<file path="config.mk">
export PLATFORM = sky130hd
export DESIGN_NAME = nibble_serial_compare_ctrl_flat
export DESIGN_NICKNAME = d
export VERILOG_FILES = /design/src/rtl/nibble_serial_compare_ctrl_if.sv /design/src/rtl/nibble_serial_compare_ctrl.sv /design/src/flat_wrapper.sv
export SDC_FILE = /design/constraint.sdc
export NUM_CORES = 1
export LEC_CHECK = 0
export ABC_AREA = 1
export CAP_MARGIN = 20
export CORE_ASPECT_RATIO = 1.2
export CORE_MARGIN = 5
export CORE_UTILIZATION = 45
export DETAILED_ROUTE_END_ITERATION = 8
export HOLD_SLACK_MARGIN = 0.12
export MAX_ROUTING_LAYER = met4
export PLACE_DENSITY = 0.82
export SLEW_MARGIN = 25
export SYNTH_ARGS = -nofsm -noshare
export SYNTH_HDL_FRONTEND = slang
export SYNTH_SLANG_ARGS = --single-unit
</file>
<file path="constraint.sdc">
create_clock -name clk -period 1.65 [get_ports clk]
set_input_delay 0.4125 -clock clk [delete_from_list [all_inputs] [get_ports clk]]
set_output_delay 0.4125 -clock clk [all_outputs]
set_load 0.01 [all_outputs]
</file>
<file path="src/rtl/nibble_serial_compare_ctrl_if.sv">
// ---------------------------------------------------------------------------
// nibble_serial_compare_ctrl_if
//   Handshake bundle for nibble_serial_compare_ctrl.
//   master : operand producer / result consumer (drives in_valid, a, b,
//            out_ready).
//   slave  : the compare sequencer (drives in_ready, out_valid, eq, gt, lt,
//            count).
//   Signals:
//     in_valid/in_ready   operand-pair handshake
//     a, b                unsigned operands, 4*NIBBLES bits
//     out_valid/out_ready result handshake
//     eq, gt, lt          one-hot result while out_valid
//     count               nibbles examined, 1..NIBBLES
// ---------------------------------------------------------------------------
interface nibble_serial_compare_ctrl_if #(
    parameter int NIBBLES = 4
);
    localparam int W  = 4 * NIBBLES;
    localparam int CW = $clog2(NIBBLES) + 1;

    logic          in_valid;
    logic          in_ready;
    logic [W-1:0]  a;
    logic [W-1:0]  b;
    logic          out_valid;
    logic          out_ready;
    logic          eq;
    logic          gt;
    logic          lt;
    logic [CW-1:0] count;

    modport master (
        output in_valid, a, b, out_ready,
        input  in_ready, out_valid, eq, gt, lt, count
    );

    modport slave (
        input  in_valid, a, b, out_ready,
        output in_ready, out_valid, eq, gt, lt, count
    );
endinterface

</file>
<file path="src/rtl/nibble_serial_compare_ctrl.sv">
// ---------------------------------------------------------------------------
// nibble_serial_compare_ctrl
//   Compares two unsigned 4*NIBBLES-bit operands with a single 4-bit
//   magnitude-compare slice, one nibble per clock, most-significant nibble
//   first. With EARLY_EXIT=1 it finishes on the first unequal nibble;
//   otherwise it always scans every nibble.
//   Ports:
//     clk    rising-edge clock
//     rst_n  synchronous active-low reset
//     bus    slave side of nibble_serial_compare_ctrl_if (operand and result
//            valid/ready handshakes, eq/gt/lt one-hot result, count)
// ---------------------------------------------------------------------------
module nibble_serial_compare_ctrl #(
    parameter int NIBBLES    = 4,
    parameter bit EARLY_EXIT = 1'b1
) (
    input  logic                          clk,
    input  logic                          rst_n,
    nibble_serial_compare_ctrl_if.slave   bus
);
    localparam int W  = 4 * NIBBLES;
    localparam int CW = $clog2(NIBBLES) + 1;
    // idx needs at least one bit even when there is a single nibble
    localparam int IW = (NIBBLES > 1) ? $clog2(NIBBLES) : 1;

    localparam logic [1:0] IDLE = 2'd0;
    localparam logic [1:0] CMP  = 2'd1;
    localparam logic [1:0] DONE = 2'd2;

    logic [1:0]    state;
    logic [W-1:0]  a_r;
    logic [W-1:0]  b_r;
    logic [IW-1:0] idx;
    logic          diff_seen;   // an unequal nibble has already been found
    logic          diff_gt;     // direction of that first difference
    logic          out_valid_r;
    logic          eq_r;
    logic          gt_r;
    logic          lt_r;
    logic [CW-1:0] count_r;

    // Shared 4-bit compare slice on the nibble selected by idx.
    logic [W-1:0]  a_sh;
    logic [W-1:0]  b_sh;
    logic [3:0]    nib_a;
    logic [3:0]    nib_b;
    logic          nib_ne;
    logic          nib_gt;
    logic          seen_next;
    logic          gt_next;
    logic          finish;

    always_comb begin
        a_sh      = a_r >> {idx, 2'b00};
        b_sh      = b_r >> {idx, 2'b00};
        nib_a     = a_sh[3:0];
        nib_b     = b_sh[3:0];
        nib_ne    = (nib_a != nib_b);
        nib_gt    = (nib_a > nib_b);
        // Only the most-significant difference decides the result.
        seen_next = diff_seen | nib_ne;
        gt_next   = diff_seen ? diff_gt : nib_gt;
        finish    = (EARLY_EXIT && nib_ne) || (idx == '0);
    end

    // NOTE: in_ready is a pure decode of state, so it can never combinationally
    // depend on in_valid and no same-cycle DONE->accept path exists.
    assign bus.in_ready  = (state == IDLE);
    assign bus.out_valid = out_valid_r;
    assign bus.eq        = eq_r;
    assign bus.gt        = gt_r;
    assign bus.lt        = lt_r;
    assign bus.count     = count_r;

    // NOTE: all state uses non-blocking assignments so every register samples
    // the pre-edge values regardless of statement order.
    always_ff @(posedge clk) begin
        if (!rst_n) begin
            state       <= IDLE;
            a_r         <= '0;
            b_r         <= '0;
            idx         <= '0;
            diff_seen   <= 1'b0;
            diff_gt     <= 1'b0;
            out_valid_r <= 1'b0;
            eq_r        <= 1'b0;
            gt_r        <= 1'b0;
            lt_r        <= 1'b0;
            count_r     <= '0;
        end else begin
            case (state)
                IDLE: begin
                    if (bus.in_valid) begin
                        a_r       <= bus.a;
                        b_r       <= bus.b;
                        idx       <= IW'(NIBBLES - 1);
                        diff_seen <= 1'b0;
                        diff_gt   <= 1'b0;
                        state     <= CMP;
                    end
                end
                CMP: begin
                    diff_seen <= seen_next;
                    diff_gt   <= gt_next;
                    if (finish) begin
                        eq_r        <= ~seen_next;
                        gt_r        <= seen_next & gt_next;
                        lt_r        <= seen_next & ~gt_next;
                        count_r     <= CW'(NIBBLES) - CW'(idx);
                        out_valid_r <= 1'b1;
                        state       <= DONE;
                    end else begin
                        idx <= idx - 1'b1;
                    end
                end
                DONE: begin
                    // eq/gt/lt/count stay put until the next result is loaded.
                    if (bus.out_ready) begin
                        out_valid_r <= 1'b0;
                        state       <= IDLE;
                    end
                end
                default: begin
                    out_valid_r <= 1'b0;
                    state       <= IDLE;
                end
            endcase
        end
    end
endmodule

</file>
<file path="src/flat_wrapper.sv">
// flat-port wrapper written by rule: the top's interface ports become plain ports
module nibble_serial_compare_ctrl_flat 
#(
    parameter int NIBBLES    = 4,
    parameter bit EARLY_EXIT = 1'b1
)
  (clk, rst_n, bus_in_valid, bus_a, bus_b, bus_out_ready, bus_in_ready, bus_out_valid, bus_eq, bus_gt, bus_lt, bus_count);
  nibble_serial_compare_ctrl_if #(.NIBBLES(NIBBLES)) bus_i ();
  input  logic clk;
  input  logic rst_n;
  input wire logic [$bits(bus_i.in_valid)-1:0] bus_in_valid;
  input wire logic [$bits(bus_i.a)-1:0] bus_a;
  input wire logic [$bits(bus_i.b)-1:0] bus_b;
  input wire logic [$bits(bus_i.out_ready)-1:0] bus_out_ready;
  output wire logic [$bits(bus_i.in_ready)-1:0] bus_in_ready;
  output wire logic [$bits(bus_i.out_valid)-1:0] bus_out_valid;
  output wire logic [$bits(bus_i.eq)-1:0] bus_eq;
  output wire logic [$bits(bus_i.gt)-1:0] bus_gt;
  output wire logic [$bits(bus_i.lt)-1:0] bus_lt;
  output wire logic [$bits(bus_i.count)-1:0] bus_count;
  assign bus_i.in_valid = bus_in_valid;
  assign bus_i.a = bus_a;
  assign bus_i.b = bus_b;
  assign bus_i.out_ready = bus_out_ready;
  assign bus_in_ready = bus_i.in_ready;
  assign bus_out_valid = bus_i.out_valid;
  assign bus_eq = bus_i.eq;
  assign bus_gt = bus_i.gt;
  assign bus_lt = bus_i.lt;
  assign bus_count = bus_i.count;
  nibble_serial_compare_ctrl #(.NIBBLES(NIBBLES), .EARLY_EXIT(EARLY_EXIT)) u_core (.clk(clk), .rst_n(rst_n), .bus(bus_i));
endmodule
</file>
After elaboration in Yosys (flattened, before gate mapping)
Cells that the tools add are included.
{"block": "word_totals", "output_inout_bits": 8, "register_bits": 45, "inputBits": 36}
{"block": "classes", "bitwise_logic": 6, "shift": 2, "n_eq_ne": 7, "add_sub_neg": 2, "n_lt_le_gt_ge": 1, "muxes": 14, "reduce_logical": 10}
{"operator": "$shr 16x4->4", "count": 2}
{"operator": "$mux 2", "count": 5}
{"operator": "$reduce_and 3->1", "count": 3}
{"operator": "$ne 2x2->1 const B", "count": 3}
{"operator": "$pmux 2 s3", "count": 1}
{"operator": "$reduce_and 2->1", "count": 3}
{"operator": "$gt 4x4->1", "count": 1}
{"operator": "$logic_not 2->1", "count": 2}
{"operator": "$mux 1", "count": 4}
{"operator": "$ne 4x4->1", "count": 1}
{"operator": "$pmux 1 s2", "count": 2}
{"operator": "$pmux 2 s2", "count": 1}
{"operator": "$not 1->1", "count": 3}
{"operator": "$pmux 1 s3", "count": 1}
{"operator": "$sub 3x2->3 const A", "count": 1}
{"operator": "$and 1x1->1", "count": 2}
{"operator": "$eq 2x1->1 const B", "count": 1}
{"operator": "$eq 2x2->1 const B", "count": 1}
{"operator": "$ne 2x1->1 const B", "count": 1}
{"operator": "$reduce_bool 2->1", "count": 1}
{"operator": "$sub 2x1->2 const B", "count": 1}
{"operator": "$logic_or 1x1->1", "count": 1}
{"operator": "$or 1x1->1", "count": 1}

Depth between registers and ports, before layout
Gate-level depths: netlist (run 1).
{"block": "logic_depth", "depth_word": 5, "depth_mapped": 14, "depth_no_buf": 12}

Least setup slack after synthesis (run 1)
No wires, ideal clock.
{"block": "synth_path", "path_kind": "register to register", "startpoint": "reg u_core.idx[0]", "endpoint": "reg u_core.idx[0]", "setup_slack_ns": -0.169, "setup_ns": 0.116, "t_arrival_ns": 1.703, "path_buffers": 2, "t_required_ns": 1.534, "period_less_slack_ns": 1.819, "stages_incl_launch_ff": 14, "cell_sequence": "dfxtp_1 buf_4 inv_2 buf_4 o21ai_0 o22ai_1 ha_1 nand2_1 nor2_2 nand2_2 clkinv_1 nand2_1 o21ai_0 nor2_1"}
{"block": "synth_between", "elab_chain_len": 5, "elab_cells_between_ends": 10, "cone_classes": "1 x add/sub; 2 x eq/ne; 2 x shift; 2 x mux; 3 x reduce/logical"}
{"element": "start, declared", "line_no": "nibble_serial_compare_ctrl.sv:33", "source": "logic [IW-1:0] idx;"}
{"element": "start signal, assigned", "line_no": "nibble_serial_compare_ctrl.sv:96", "source": "idx <= IW'(NIBBLES - 1);"}
{"element": "start signal, assigned", "line_no": "nibble_serial_compare_ctrl.sv:113", "source": "idx <= idx - 1'b1;"}
{"element": "$shr 16x4->4, on equally long branches", "line_no": "nibble_serial_compare_ctrl.sv:54, nibble_serial_compare_ctrl.sv:55"}
{"element": "$ne 4x4->1", "line_no": "nibble_serial_compare_ctrl.sv:58", "source": "nib_ne = (nib_a != nib_b);"}
{"element": "$logic_or 1x1->1", "line_no": "nibble_serial_compare_ctrl.sv:63", "source": "finish = (EARLY_EXIT && nib_ne) || (idx == '0);"}
{"element": "$ne 2x2->1 (no line)"}
{"element": "$reduce_and 3->1 (no line)"}
Several ways; a longest one is shown, not always the timed one. The select of a mux whose other input is x is not followed.
A chain may end at the register's enable or synchronous reset.

Final worst setup path (run 1)
{"block": "layout_path", "startpoint": "reg u_core.idx[0]", "endpoint": "reg u_core.idx[1]"}
Same word-level chain as after synthesis.

==> results.txt, run 1 <==
Result of the run - complete, but fails checks
Violated checks - negative setup slack
Top-area cell type share of the netlist area - 45.0%
Type of element launching the critical path - flip-flop
Power per cell area - 1020 mW/mm^2
Top fanout value on the critical path - 6
Average wire length per cell after detail routing - 12.3 um
Post-synthesis cell count - 275
Final TNS setup - -1790 ps
Final Total Pwr - 0.00282 W
Top Ports - 44
Worst-Skew Late Latency - 300 ps
Total vias in the final route - 1899
Part of the Yosys area used for sequential elements - 45.0%
Total length of routed wires - 4680 um
Leading area contributor after synthesis - sky130_fd_sc_hd__dfxtp_1
Summed instance area of the synthesized netlist - 0.00200 mm^2
Die Span Y - 83.0 um
Post-CTS Hold Fix Bufs - 0
Slew @ Worst Pin - 303 ps
Setup violations, final - 13
Overall die width - 70.9 um
Proportion of synthesized flip-flops having asynchronous set or reset - 0%
Sinks on the clock net - 45
Worst rel slew slack - 79.8%
DRC Markers - 0
Post-Syn Area per Cell - 7.28 um^2
Cell depth of the worst min-delay path - 2
Cell Rows - 26
Period utilisation layout - 112%
Worst setup margin - -197 ps
TritonCTS clock tree - done
Crit path capture type - flip-flop
Critical Setup Path Class - reg -> reg
Final antenna diode count - 0
Unique cell type count in the Yosys netlist - 26
Number of global-route vias before repair - 1821
Cell leakage power - 1.15 nW
Most frequently used cell type in the post-synthesis netlist - sky130_fd_sc_hd__nor2_1
Cell types with the highest counts after synthesis - sky130_fd_sc_hd__nor2_1, sky130_fd_sc_hd__dfxtp_1, sky130_fd_sc_hd__nand2_1, sky130_fd_sc_hd__o21ai_0, sky130_fd_sc_hd__a21oi_1
Die area - 0.00589 mm^2
Core box area - 0.00429 mm^2
DP Wirelength - 3340 um
Clock transition time at the flip-flop clock pins of the worst setup and hold paths - 80 ps
Final estimated routing congestion in global placement - 0.815
Combinational Power Share - 31.2%
Syn. warnings - 0
Maximum number of pins on one net before global-route repair - 33
Count of TritonRoute iterations in the first routing pass - 4
Htree depth - 2
Initial cell density of the core - 46.6%
Switching part of the total power - 31.1%
Max-cap violations - 0
Post-synthesis register bit count - 45
Time the final worst path needs with I/O delays and setup - 1850 ps
Number of design-rule violations left by the first detailed-router iteration - 89
Post-Syn Nets - 316
Overflow left after global routing - 0
Clock Skews - 5.39 ps
Maximum vdd ir drop - 703 uV
Global routing usage summed across all routing layers - 16.2%
Reported net switching power - 0.000878 W
Global-route wire length before repair - 7570 um
Total count of max-transition violations in the final report - 0
Post-synth EDFFs - 0
Largest cells by area after synthesis - sky130_fd_sc_hd__dfxtp_1, sky130_fd_sc_hd__nor2_1, sky130_fd_sc_hd__o21ai_0
Internal Pwr Total - 0.00195 W
Sequential share of power - 45.0%
Root buffer selected by CTS - sky130_fd_sc_hd__clkbuf_8
Fraction of final layout cells sized beyond drive strength 1 - 17.6%
Port Buffer Count - 43
Post-DR vias/cell - 5.01
Setup repair after global routing missed its margin - yes
Cell count of the worst reg-to-reg path - 12
CTS Buffer Depth - 2
Syn-to-layout area delta - 37.8%
Arrival @ worst endpoint - 2070 ps
# nets final - 364
Required time at the worst-slack endpoint - 1880 ps
Residual antenna-violating net count after detailed routing - 0
Clock buffer count from CTS - 5
Antenna violations before repair - 0
Hold Vio Cnt, Final - 0
Share of total power in the clock network - 23.8%
Fmax - 541 MHz
Main synth FF type - sky130_fd_sc_hd__dfxtp_1
Worst min-delay path class - reg -> reg
==> through the flow <==
stage	setup WS, ps	instances	cell area (um^2)	utilization (%)	hold WS [ps]
final	-197	379	2760	64.2	472
after global routing	-285	379	2760	64.2	505
after CTS	-157	379	2650	61.6	479
after detailed placement	-204	372	2520	58.8	467
after global placement	-158	372	2520	58.8	461
after floorplan	-73.2	275	2030	-	454
==> layout make-up <==
type | instances | area [um^2]
Multi-Input combinational cell | 198 | 1070
Fill cell | 387 | 1540
Clock buffer | 7 | 86.3
Timing Repair Buffer | 55 | 539
Tap cell | 56 | 70.1
Sequential cell | 45 | 906
Inverter | 18 | 87.6
==> worst paths after layout <==
kind,endpoint,startpoint,slack [ps]
worst max-delay path,u_core.idx[1],u_core.idx[0],-200
worst min-delay path,u_core.bus.count[2],u_core.bus.count[2],470
worst max register to register,u_core.idx[1],u_core.idx[0],-200
worst min register to register,u_core.bus.count[2],u_core.bus.count[2],470
==> power groups by stage <==
stage / Combinational (W) / Clock [W] / Sequential [W]
3_5_place_dp: 0.000721 / 0 / 0.00129
3_3_place_gp: 0.000702 / 0 / 0.00128
4_1_cts: 0.000755 / 0.000689 / 0.00127
6_report: 0.000881 / 0.000671 / 0.00127
5_1_grt: 0.000986 / 0.000733 / 0.00128
2_1_floorplan: 0.000497 / 0 / 0.00127
==> registers in the layout (all words and copies together) (netlist names) <==
| name | cells |
|---|---|
| u_core.idx | 2 |
| u_core.bus.lt | 1 |
| u_core.bus.out_valid | 1 |
| u_core.diff_gt | 1 |
| u_core.diff_seen | 1 |
| u_core.b_r | 16 |
| u_core.bus.gt | 1 |
| u_core.bus.count | 3 |
| u_core.a_r | 16 |
| u_core.bus.eq | 1 |
| u_core.state | 2 |
==> cell usage in the layout, fill, tap and decap left out, types with 2 or more instances in the layout <==
master / instances
sky130_fd_sc_hd__clkbuf_8: 6
sky130_fd_sc_hd__inv_2: 4
sky130_fd_sc_hd__ha_4: 4
sky130_fd_sc_hd__clkdlybuf4s50_1: 42
sky130_fd_sc_hd__buf_6: 2
sky130_fd_sc_hd__nand2_1: 32
sky130_fd_sc_hd__a32o_2: 3
sky130_fd_sc_hd__nor3_1: 2
sky130_fd_sc_hd__o21ai_1: 16
sky130_fd_sc_hd__o21ai_2: 4
sky130_fd_sc_hd__inv_4: 3
sky130_fd_sc_hd__nor2_1: 78
sky130_fd_sc_hd__nor2_4: 2
sky130_fd_sc_hd__dfxtp_1: 43
sky130_fd_sc_hd__nand2_4: 6
sky130_fd_sc_hd__inv_1: 9
sky130_fd_sc_hd__o21ai_0: 22
sky130_fd_sc_hd__a21oi_1: 12
sky130_fd_sc_hd__buf_4: 9
sky130_fd_sc_hd__a21oi_2: 2
sky130_fd_sc_hd__nand2_2: 4
sky130_fd_sc_hd__nand3_1: 3
sky130_fd_sc_hd__o22ai_2: 3
==> kinds of logic (layout without fill, tap and decap cells) <==
logic type      Yosys count  in the layout  synth area share, %
buf+inv                  32             80                 8.25
simple gates            129            129                 26.1
flops                    45             45                 45.0
fa+ha+maj                 5              5                 3.13
compound gates           64             64                 17.4
==> metal layers <==
| metal | wire [um] | global-route usage (%) |
|---|---|---|
| met2 | 2420 | 29.2 |
| met4 | 150 | 7.01 |
| met5 | 0 | - |
| met3 | 198 | 3.99 |
| met1 | 1910 | 16.4 |
==> worst max-delay path: stages (launching register included) <==
cell,delay (ps)
sky130_fd_sc_hd__dfxtp_4,430
sky130_fd_sc_hd__buf_6,130
sky130_fd_sc_hd__nand2_1,50
sky130_fd_sc_hd__a32o_1,270
sky130_fd_sc_hd__ha_4,280
sky130_fd_sc_hd__nand2_4,50
sky130_fd_sc_hd__nor2_4,130
sky130_fd_sc_hd__nand2_4,80
sky130_fd_sc_hd__inv_4,60
sky130_fd_sc_hd__nand2_4,50
sky130_fd_sc_hd__nand2_2,70
sky130_fd_sc_hd__inv_2,50
sky130_fd_sc_hd__a21oi_2,130
==> timing repair <==
item,CTS,global route
setup endpoints to repair,14,13
pin swaps,4,9
gates resized for setup,12,21
setup buffers,0,0
No activity file was read; power rests on OpenSTA's default activity.
==> run 2: changes to the inputs <==
--- a/config.mk
+++ b/config.mk
@@ -9,11 +9,12 @@
 export CAP_MARGIN = 20
 export CORE_ASPECT_RATIO = 1.2
 export CORE_MARGIN = 5
-export CORE_UTILIZATION = 45
+export CORE_UTILIZATION = 47
+export CTS_BUF_LIST = sky130_fd_sc_hd__clkbuf_8
 export DETAILED_ROUTE_END_ITERATION = 8
 export HOLD_SLACK_MARGIN = 0.12
 export MAX_ROUTING_LAYER = met4
-export PLACE_DENSITY = 0.82
+export PLACE_DENSITY = 0.85
 export SLEW_MARGIN = 25
 export SYNTH_ARGS = -nofsm -noshare
 export SYNTH_HDL_FRONTEND = slang
==> run 2 against run 1 <==
  * The flow still finishes with violations (negative setup slack)
  * Register-to-register slack got worse by 170 ps
  * Setup slack worse by 170 ps
  * Final cell count grew 0.53%
  * Combinational power rose by 12%
==> results.txt, run 2 (synthesized netlist as in run 1, its figures left out) <==
Power per cell area - 1050 mW/mm^2 (+2.5%)
Cell Rows - 26 (unchanged)
Internal Pwr Total - 0.00202 W (+4.0%)
CTS Buffer Depth - 2 (unchanged)
Max-cap violations - 0 (unchanged)
Reported net switching power - 0.000972 W (+11%)
CP cell instances - clkbuf_16 -> inv_12 -> nand2_1 -> a32o_1 -> ha_4 -> nand2_4 -> nor2_4 -> nand2_4 -> inv_4 -> nand2_4 -> nand2_2 -> inv_2 -> a21oi_2
FF+latch area - 906 um^2 (unchanged)
# nets final - 365 (+0.27%)
Share of total power in the clock network - 24.4% (+0.6 points)
Core box area - 0.00420 mm^2 (-2.3%)
Overflow left after global routing - 0 (unchanged)
Syn-to-layout area delta - 42.7%
Most used cell along the critical path - sky130_fd_sc_hd__nand2_4
Die Span Y - 81.5 um (-1.9%)
Top fanout value on the critical path - 6 (unchanged)
Worst-Skew Late Latency - 300 ps (about the same)
Final estimated routing congestion in global placement - 0.836 (+2.6%)
Final Total Pwr - 0.00300 W (+6.1%)
Post-DR vias/cell - 5.37 (+7.2%)
Global-route wire length before repair - 7840 um (+3.6%)
Slew @ Worst Pin - 325 ps (+21.7 ps)
Final design area excluding fillers - 0.00286 mm^2 (+3.5%)
Sinks on the clock net - 45 (unchanged)
Period utilisation layout - 122% (+10 points)
Setup repair after global routing missed its margin - yes
Commonest cells after routing, fill and taps aside - sky130_fd_sc_hd__nor2_1, sky130_fd_sc_hd__dfxtp_1, sky130_fd_sc_hd__clkdlybuf4s50_1
Commonest non-fill, non-tap cell in the layout - sky130_fd_sc_hd__nor2_1
Post-CTS Hold Fix Bufs - 0 (unchanged)
Overall die width - 69.6 um (-1.8%)
Cell with the largest stage delay on the worst path - sky130_fd_sc_hd__dfxtp_4
Residual antenna-violating net count after detailed routing - 0 (unchanged)
Worst setup margin - -363 ps (-166 ps)
Setup violations, final - 13 (unchanged)
Number of inserted filler cells in the final layout - 327 (-16%)
Total length of routed wires - 5550 um (+19%)
Result of the run - complete, but fails checks
Die area - 0.00567 mm^2 (-3.7%)
Area occupied by multi-input gates - 0.00109 mm^2 (+2.3%)
DRC Markers - 0 (unchanged)
Required time at the worst-slack endpoint - 1880 ps (about the same)
Maximum vdd ir drop - 723 uV (+2.8%)
DP Wirelength - 3390 um (+1.5%)
Port Buffer Count - 43 (unchanged)
Hold Vio Cnt, Final - 0 (unchanged)
Antenna violations before repair - 0 (unchanged)
Top Ports - 44 (unchanged)
Htree depth - 2 (unchanged)
Arrival @ worst endpoint - 2250 ps (+180 ps)
Clock buffer count from CTS - 5 (unchanged)
Time the final worst path needs with I/O delays and setup - 2010 ps (+166 ps)
Clock Skews - 7.41 ps (+2.02 ps)
Area after detailed placement - 0.00251 mm^2 (-0.69%)
Worst rel slew slack - 78.2% (-1.6 points)
Root buffer selected by CTS - sky130_fd_sc_hd__clkbuf_8
Maximum number of pins on one net before global-route repair - 33 (unchanged)
Sequential share of power - 42.7% (-2.3 points)
Violated checks - negative setup slack
Type of element launching the critical path - flip-flop
Total count of max-transition violations in the final report - 0 (unchanged)
TritonCTS clock tree - done
Place WS - -267 ps (-62.1 ps)
Global routing usage summed across all routing layers - 18.0% (+1.7 points)
Final antenna diode count - 0 (unchanged)
Clock transition time at the flip-flop clock pins of the worst setup and hold paths - 80 ps (about the same)
Initial cell density of the core - 47.7% (+1.1 points)
Switching part of the total power - 32.4% (+1.3 points)
Number of design-rule violations left by the first detailed-router iteration - 187 (+110%)
Max stage delay on crit path - 390 ps (-40 ps)
Number of global-route vias before repair - 1858 (+2.0%)
Crit path capture type - flip-flop
Cell leakage power - 1.20 nW (+4.5%)
Fmax - 497 MHz (-8.2%)
Critical Setup Path Class - reg -> reg
Count of TritonRoute iterations in the first routing pass - 8 (+4)
Fraction of final layout cells sized beyond drive strength 1 - 19.7% (+2.0 points)
Combinational Power Share - 32.9% (+1.7 points)
Average wire length per cell after detail routing - 14.6 um (+18%)
Total vias in the final route - 2047 (+7.8%)
Worst min-delay path class - reg -> reg
## run 2: per-stage QoR
stage	hold slack [ps]	util [%]	cells	TNS, ps
CTS	471	65.0	379	-2180
detailed placement	460	59.7	368	-2840
finish	471	68.0	381	-3830
global placement	456	59.7	368	-1750
global route	503	68.0	381	-4750
floorplan	454	-	275	-530
## run 2: cell type report
type	count	area share, %
Multi-Input combinational cell	198	38.3
Tap cell	56	2.45
Clock inverter	1	0.175
Sequential cell	45	31.7
Clock buffer	7	3.37
Inverter	18	3.16
Timing Repair Buffer	54	20.2
Timing Repair inverter	2	0.613
## run 2: path summary, 6_finish.rpt
path	start	end	slack, ps	cells past startpoint
hold / removal	u_core.bus.count[1]	u_core.bus.count[1]	470	2
setup / recovery	u_core.idx[0]	u_core.idx[1]	-360	13
hold reg to reg	u_core.bus.count[1]	u_core.bus.count[1]	470	2
setup reg to reg	u_core.idx[0]	u_core.idx[1]	-360	13
## run 2: repair_timing
item / in CTS / in global routing
hold endpoints to repair: 0 / 0
pin swaps: 11 / 13
endpoints found under the setup margin: 14 / 13
resized for setup: 19 / 22
gates cloned: 2 / 2
setup buffers: 1 / 0
## run 2: per-layer routing
metal	part of all wire [%]	wire length [um]	up-vias	track usage (%)
li1	-	-	986	-
met2	53	2940	111	33.3
met5	0	0	-	-
met4	6.4	357	0	9.77
met3	6.9	383	40	4.04
met1	34	1880	910	17.6
## run 2: power groups by stage
stage                     logic (W)  clock network [W]  registers (W)
final                      0.000986           0.000731        0.00128
after global routing        0.00108           0.000792        0.00129
after CTS                  0.000829           0.000736        0.00127
after detailed placement   0.000726                  0        0.00128
after global placement     0.000691                  0        0.00128
after floorplan            0.000497                  0        0.00127
## run 2: worst max-delay path: cells and delay by family (launching register included)
family | cells | cell delay (ps)
AOI/OAI and AO/OA | 2 | 380
adders and majority gates | 1 | 300
buffers and inverters | 4 | 370
DFF | 1 | 390
and+or+nand+nor | 6 | 510
